==> src/rtl/ps2_mouse_rx.sv <==
// ps2_mouse_rx
//   Receives the device-clocked PS/2 mouse stream and checks each 11-bit frame
//   (start, 8 data bits LSB first, odd parity, stop). It assembles standard
//   3-byte packets and presents them as qzt-synchronous outputs.
// Ports
//   qzt        : system clock, the only clock in this block
//   rst        : asynchronous, active-high reset
//   ps2_clk    : raw PS/2 clock pin (asynchronous to qzt)
//   ps2_data   : raw PS/2 data pin (asynchronous to qzt)
//   btn_left/btn_right/btn_middle : button levels from the last valid packet
//   dx, dy     : 9-bit signed motion from the last valid packet
//   ovf        : {Y overflow, X overflow} from the last valid packet
//   pkt_valid  : one-cycle pulse; the outputs above change in the same cycle
//   frame_err  : one-cycle pulse on a start, parity, stop or timeout error
module ps2_mouse_rx #(
  parameter int unsigned FILTER_LEN     = 8,
  parameter int unsigned TIMEOUT_CYCLES = 100000
) (
  input  logic       qzt,
  input  logic       rst,
  input  logic       ps2_clk,
  input  logic       ps2_data,
  output logic       btn_left,
  output logic       btn_right,
  output logic       btn_middle,
  output logic [8:0] dx,
  output logic [8:0] dy,
  output logic [1:0] ovf,
  output logic       pkt_valid,
  output logic       frame_err
);

  localparam int unsigned FW = $clog2(FILTER_LEN + 1);
  localparam int unsigned TW = $clog2(TIMEOUT_CYCLES + 1);

  typedef enum logic [1:0] {S_IDLE, S_DATA, S_PARITY, S_STOP} state_t;

  logic          clk_meta_q, clk_sync_q, dat_meta_q, dat_sync_q;
  logic          clk_f_q, clk_f_d;
  logic [FW-1:0] flt_q, flt_d;
  state_t        state_q, state_d;
  logic [2:0]    bit_cnt_q, bit_cnt_d;
  logic [7:0]    shift_q, shift_d;
  logic          par_q, par_d;
  logic [1:0]    idx_q, idx_d;
  logic [7:0]    byte0_q, byte0_d, byte1_q, byte1_d;
  logic [TW-1:0] tmo_q, tmo_d;
  logic [2:0]    btn_q, btn_d;
  logic [8:0]    dx_q, dx_d, dy_q, dy_d;
  logic [1:0]    ovf_q, ovf_d;
  logic          pkt_q, pkt_d, err_q, err_d;
  logic          fall;

  // Two-flop synchronisers. They reset to the idle-high line level so that
  // leaving reset does not look like a clock edge.
  always_ff @(posedge qzt or posedge rst) begin
    if (rst) begin
      clk_meta_q <= 1'b1;
      clk_sync_q <= 1'b1;
      dat_meta_q <= 1'b1;
      dat_sync_q <= 1'b1;
    end else begin
      clk_meta_q <= ps2_clk;
      clk_sync_q <= clk_meta_q;
      dat_meta_q <= ps2_data;
      dat_sync_q <= dat_meta_q;
    end
  end

  always_comb begin
    clk_f_d   = clk_f_q;
    flt_d     = '0;
    state_d   = state_q;
    bit_cnt_d = bit_cnt_q;
    shift_d   = shift_q;
    par_d     = par_q;
    idx_d     = idx_q;
    byte0_d   = byte0_q;
    byte1_d   = byte1_q;
    tmo_d     = tmo_q;
    btn_d     = btn_q;
    dx_d      = dx_q;
    dy_d      = dy_q;
    ovf_d     = ovf_q;
    pkt_d     = 1'b0;
    err_d     = 1'b0;
    fall      = 1'b0;

    // The glitch filter flips clk_f after FILTER_LEN consecutive samples that
    // disagree with it. A 1->0 flip is the bit strobe.
    if (clk_sync_q != clk_f_q) begin
      if (flt_q == FW'(FILTER_LEN - 1)) begin
        clk_f_d = clk_sync_q;
        fall    = clk_f_q;
      end else begin
        flt_d = flt_q + 1'b1;
      end
    end

    if (fall) begin
      // A strobe always beats a timeout that expires in the same cycle.
      tmo_d = '0;
      unique case (state_q)
        S_IDLE: begin
          if (!dat_sync_q) begin
            state_d   = S_DATA;
            bit_cnt_d = '0;
          end else begin
            err_d = 1'b1;
          end
        end
        S_DATA: begin
          shift_d   = {dat_sync_q, shift_q[7:1]};
          bit_cnt_d = bit_cnt_q + 1'b1;
          if (bit_cnt_q == 3'd7) state_d = S_PARITY;
        end
        S_PARITY: begin
          par_d   = dat_sync_q;
          state_d = S_STOP;
        end
        S_STOP: begin
          state_d = S_IDLE;
          if (dat_sync_q && (^{shift_q, par_q})) begin
            unique case (idx_q)
              2'd0: begin
                // Byte 0 always has bit 3 set. Anything else is dropped so
                // the receiver can find the packet boundary again.
                if (shift_q[3]) begin
                  byte0_d = shift_q;
                  idx_d   = 2'd1;
                end
              end
              2'd1: begin
                byte1_d = shift_q;
                idx_d   = 2'd2;
              end
              2'd2: begin
                btn_d = byte0_q[2:0];
                dx_d  = {byte0_q[4], byte1_q};
                dy_d  = {byte0_q[5], shift_q};
                ovf_d = {byte0_q[7], byte0_q[6]};
                pkt_d = 1'b1;
                idx_d = 2'd0;
              end
              default: idx_d = 2'd0;
            endcase
          end else begin
            err_d = 1'b1;
            idx_d = 2'd0;
          end
        end
        default: state_d = S_IDLE;
      endcase
    end else if (state_q != S_IDLE || idx_q != 2'd0) begin
      if (tmo_q == TW'(TIMEOUT_CYCLES - 1)) begin
        state_d = S_IDLE;
        idx_d   = 2'd0;
        err_d   = 1'b1;
        tmo_d   = '0;
      end else begin
        tmo_d = tmo_q + 1'b1;
      end
    end else begin
      tmo_d = '0;
    end
  end

  always_ff @(posedge qzt or posedge rst) begin
    if (rst) begin
      clk_f_q   <= 1'b1;
      flt_q     <= '0;
      state_q   <= S_IDLE;
      bit_cnt_q <= '0;
      shift_q   <= '0;
      par_q     <= 1'b0;
      idx_q     <= '0;
      byte0_q   <= '0;
      byte1_q   <= '0;
      tmo_q     <= '0;
      btn_q     <= '0;
      dx_q      <= '0;
      dy_q      <= '0;
      ovf_q     <= '0;
      pkt_q     <= 1'b0;
      err_q     <= 1'b0;
    end else begin
      clk_f_q   <= clk_f_d;
      flt_q     <= flt_d;
      state_q   <= state_d;
      bit_cnt_q <= bit_cnt_d;
      shift_q   <= shift_d;
      par_q     <= par_d;
      idx_q     <= idx_d;
      byte0_q   <= byte0_d;
      byte1_q   <= byte1_d;
      tmo_q     <= tmo_d;
      btn_q     <= btn_d;
      dx_q      <= dx_d;
      dy_q      <= dy_d;
      ovf_q     <= ovf_d;
      pkt_q     <= pkt_d;
      err_q     <= err_d;
    end
  end

  assign btn_left   = btn_q[0];
  assign btn_right  = btn_q[1];
  assign btn_middle = btn_q[2];
  assign dx         = dx_q;
  assign dy         = dy_q;
  assign ovf        = ovf_q;
  assign pkt_valid  = pkt_q;
  assign frame_err  = err_q;

endmodule

==> config.mk <==
export PLATFORM = sky130hd
export DESIGN_NAME = ps2_mouse_rx
export DESIGN_NICKNAME = d
export VERILOG_FILES = /design/src/rtl/ps2_mouse_rx.sv
export SDC_FILE = /design/constraint.sdc
export NUM_CORES = 1
export LEC_CHECK = 0
export CORE_AREA = 2 2 107 109
export CTS_CLUSTER_DIAMETER = 80
export DETAILED_ROUTE_END_ITERATION = 7
export DIE_AREA = 0 0 109 111
export GPL_ROUTABILITY_DRIVEN = 0
export PLACE_DENSITY = 0.49
export SYNTH_ARGS = -nofsm -noshare
export SYNTH_HDL_FRONTEND = slang
export SYNTH_SLANG_ARGS = --single-unit
==> constraint.sdc <==
create_clock -name qzt -period 2.15 [get_ports qzt]
set_input_delay 0.215 -clock qzt [delete_from_list [all_inputs] [get_ports qzt]]
set_output_delay 0.215 -clock qzt [all_outputs]
set_load 0.02 [all_outputs]
==> summary.md <==
| Metric | Value |
|---|---|
| Status | completed |
| Yosys warns | 0 |
| Setup-failing EPs final | 0 |
| Synth cell types | 51 |
| Area grow syn2layout | 27.52% |
| Starting Density | between 30% and 40% |
| Iter 0 DRT Violations | 66 |
| Internal Power | between 2 and 3 mW |
| Clock power frac | between 50% and 60% |
| CP Launch Type | flop |
| Final setup TNS | 0 ps |
| TritonCTS Buffers | 9 |
| Syn Nets | 290 |
| Sw frac | approximately a fifth |
| Slew headroom | a little under three quarters |
| FMAX | 488.6 MHz |
| Mapped Cells | roughly 280 |
| Delay-heaviest family, CP | XOR/XNOR gates |
| Number of global-route vias before repair | roughly 2400 |
| WP buf/inv | 1 |
| Register area share after synthesis | a little over half |
| P_leak | between 2 and 2.5 nW |
| Vert. Die Dim | 111 um |
| Post-layout nets | 350 |
| # DRC | 0 |
| Worst endpoint required time | roughly 2400 ps |
| Core footprint | roughly 0.011 mm2 |
| Power Density | 755.1 mW/mm2 |
| Final Max Slew Viols | 0 |
| Die area | 0.01210 mm2 |
| MaxCap Viol Count | 0 |
| Largest net degree at the start of global routing | 83 |
| RSZ-0062 raised after global routing | no |
| Clk sinks | slightly above 80 |
| Sequential Power Share | 44.9% |
| Crit Path Class | reg -> reg |
| Hold Crit Class | in -> reg |
| CTS tree | done |
| PnR worst setup slack | between 100 and 150 ps |
| Antenna Cells | 0 |
| Worst EP arrival | 2260 ps |
| Critical path cell sequence | xor2_1 -> xnor3_2 -> mux2i_4 -> buf_12 -> mux2_2 |
| Post-Syn Area per Cell | between 10 and 15 um2 |
| Die width | around 110 um |
| Vias | around 2300 |
| NetSw | ~700 uW |
| Main synth FF type | dfrtp_1 |
| CP Capture Type | flop |
| Area contributors post-synth | dfrtp_1 51%, mux2_4 8.4%, mux2_2 7.5% |
| Logic pwr share | approximately 3.4% |
| Drt total wl | between 6000 and 7000 um |
| Synthesized area | around 0.0037 mm2 |
| Clk buf depth | 2 |
| Post-synth top area share | roughly half |
| Worst vdd ir | 0.0005450 V |
| Slowest stage delay, CP | about 520 ps |
| Clk root buf | clkbuf_16 |
| Drt first pass iters | 4 |
| Cell row count | 39 |
| H-tree Lvls | 3 |
| Final period utilization | 95.20% |
| Least-Margin Pin Slew | between 400 and 500 ps |
| Layout cell share with drive strength beyond 1 | 30.12% |
| Detailed Place HPWL | between 4000 and 5000 um |
| Remaining Overflow, GRT | 0 |
| Final worst path period need | 2047 ps |
| Buffers on Ports | 28 |
| Detail Route Antenna Nets | 0 |
| Gr usage total | about an eighth |
| Wire per inst | ~14 um |
| Vias per cell | approximately 4.8 |
| Ports | 29 |
| Worst-path cell with the longest stage delay | xnor3_2 |
| Final hold violations | 0 |
| Largest fanout on the critical path | 12 |
| Initial antenna violation count | 0 |
| Post-synthesis register bit count | 82 |
| Hold_ws | 289.5 ps |
| Area leader, netlist | dfrtp_1 |
| Post-synth EDFFs | 0 |
| First-pass GRT wire length | 11960 um |
| Async set-reset flop share out of synthesis | 100.0% |
| Pre-CTS setup slack | roughly 100 ps |
| Clk_skew | approximately 6.5 ps |
| Clock transition at path regs | 60 ps |
| Worst-skew pair later-pin latency | about 330 ps |
[synthesized netlist by cell type (all sizes together) (2+ instances only)]
cell type,count
nand2b,2
or3,4
inv,6
and3,3
o21ai,4
nand4bb,2
or4,2
nor4b,4
nand2,15
buf,3
a32o,2
xor2,8
dfrtp,77
a21oi,6
nand4,5
nand3b,4
nand3,7
xnor2,9
nor2,18
o31ai,2
mux2i,4
nor4,4
nor3,5
mux2,48
dfstp,5
ha,9
[routing by layer]
layer	up-vias	global-route usage [%]	wire length [um]	share of wire (%)
met2	37	20.04	3290	48
met4	0	3.077	55	0.81
met3	7	3.762	258	3.8
met5	-	0	0	0
li1	1121	-	-	-
met1	1154	17.07	3227	47
[cell type report]
type | instances | area [um2]
inverter | 6 | 26.28
clock inverter | 6 | 137.6
clock buffer | 10 | 229.0
fill | 1030 | 6305
multi-input combinational | 185 | 1637
tap | 143 | 178.9
sequential | 82 | 2058
timing repair buffer | 53 | 505.5
[power groups by stage]
stage / registers, mW / logic [mW] / clock network (mW)
final: 1.62 / 0.123 / 1.86
after global routing: 1.62 / 0.142 / 1.98
after CTS: 1.62 / 0.126 / 1.92
after detailed placement: 1.65 / 0.124 / 0
after global placement: 1.64 / 0.125 / 0
after floorplan: 1.64 / 0.0860 / 0
[worst paths after layout]
kind / to / cells after the start / from / slack, ps
min in group asynchronous: byte1_q[5] / 3 / rst / 360
setup / recovery: btn_q[0] / 5 / shift_q[0] / 100
hold reg to reg: clk_sync_q / 0 / clk_meta_q / 360
max in group asynchronous: clk_f_q / 3 / rst / 1430
setup reg to reg: btn_q[0] / 5 / shift_q[0] / 100
hold / removal: dat_meta_q / 1 / ps2_data / 290
[kinds of logic after synthesis]
| logic type | count (synthesis) | synth area share, % |
|---|---|---|
| muxes | 52 | 18.29 |
| buffers and inverters | 10 | 1.437 |
| adders and majority gates | 9 | 3.009 |
| and+or+nand+nor | 82 | 12.64 |
| AOI/OAI and AO/OA | 23 | 4.347 |
| xor gates and xnor gates | 19 | 5.283 |
| DFF | 82 | 55.00 |
[state kept, by name (all words and copies together) (netlist names), 2 cells and up]
| name | cells |
|---|---|
| shift_q | 8 |
| bit_cnt_q | 3 |
| btn_q | 3 |
| ovf | 2 |
| byte0_q | 7 |
| flt_q | 4 |
| tmo_q | 17 |
| dx | 9 |
| idx_q | 2 |
| byte1_q | 8 |
| dy | 9 |
| state_q | 2 |
[per-stage QoR]
step / instance area (um2) / std cells / utilization [%] / total power, mW
3_3_place_gp: 4392 / 468 / 39.65 / 1.767
2_1_floorplan: 3746 / 277 / - / 1.725
3_5_place_dp: 4392 / 468 / 39.65 / 1.769
4_1_cts: 4758 / 484 / 42.96 / 3.666
5_1_grt: 4772 / 485 / 43.08 / 3.746
6_report: 4772 / 485 / 43.08 / 3.604
[cells in the final DEF (no fill, tap or decap), types with 3 or more instances in the layout]
master,netlist,layout
dfrtp_1,77,77
clkdlybuf4s50_1,0,28
mux2_2,25,25
buf_4,0,22
mux2_4,21,21
nor2_1,18,18
nand2_1,15,15
xnor2_1,9,9
ha_1,9,9
clkbuf_16,0,9
xor2_1,8,8
nand3_1,7,7
a21oi_1,6,6
inv_1,6,5
nand4_1,5,5
nor3_1,5,5
dfstp_2,5,5
nand3b_1,4,4
o21ai_0,4,4
or3_1,4,4
bufinv_16,0,4
and3_1,3,3
buf_12,0,3
[worst reg2reg max path, cell delays in order (launching register included)]
cell	delay (ps)
dfrtp_1	390
xor2_1	160
xnor3_2	520
mux2i_4	340
buf_12	190
mux2_2	340
[what timing repair did]
item / CTS / global route
gates resized for setup: 0 / 1
setup endpoints to repair: 0 / 9
hold buffers: 0 / 0
setup buffers: 0 / 1
(Power assumes the default switching activity.)
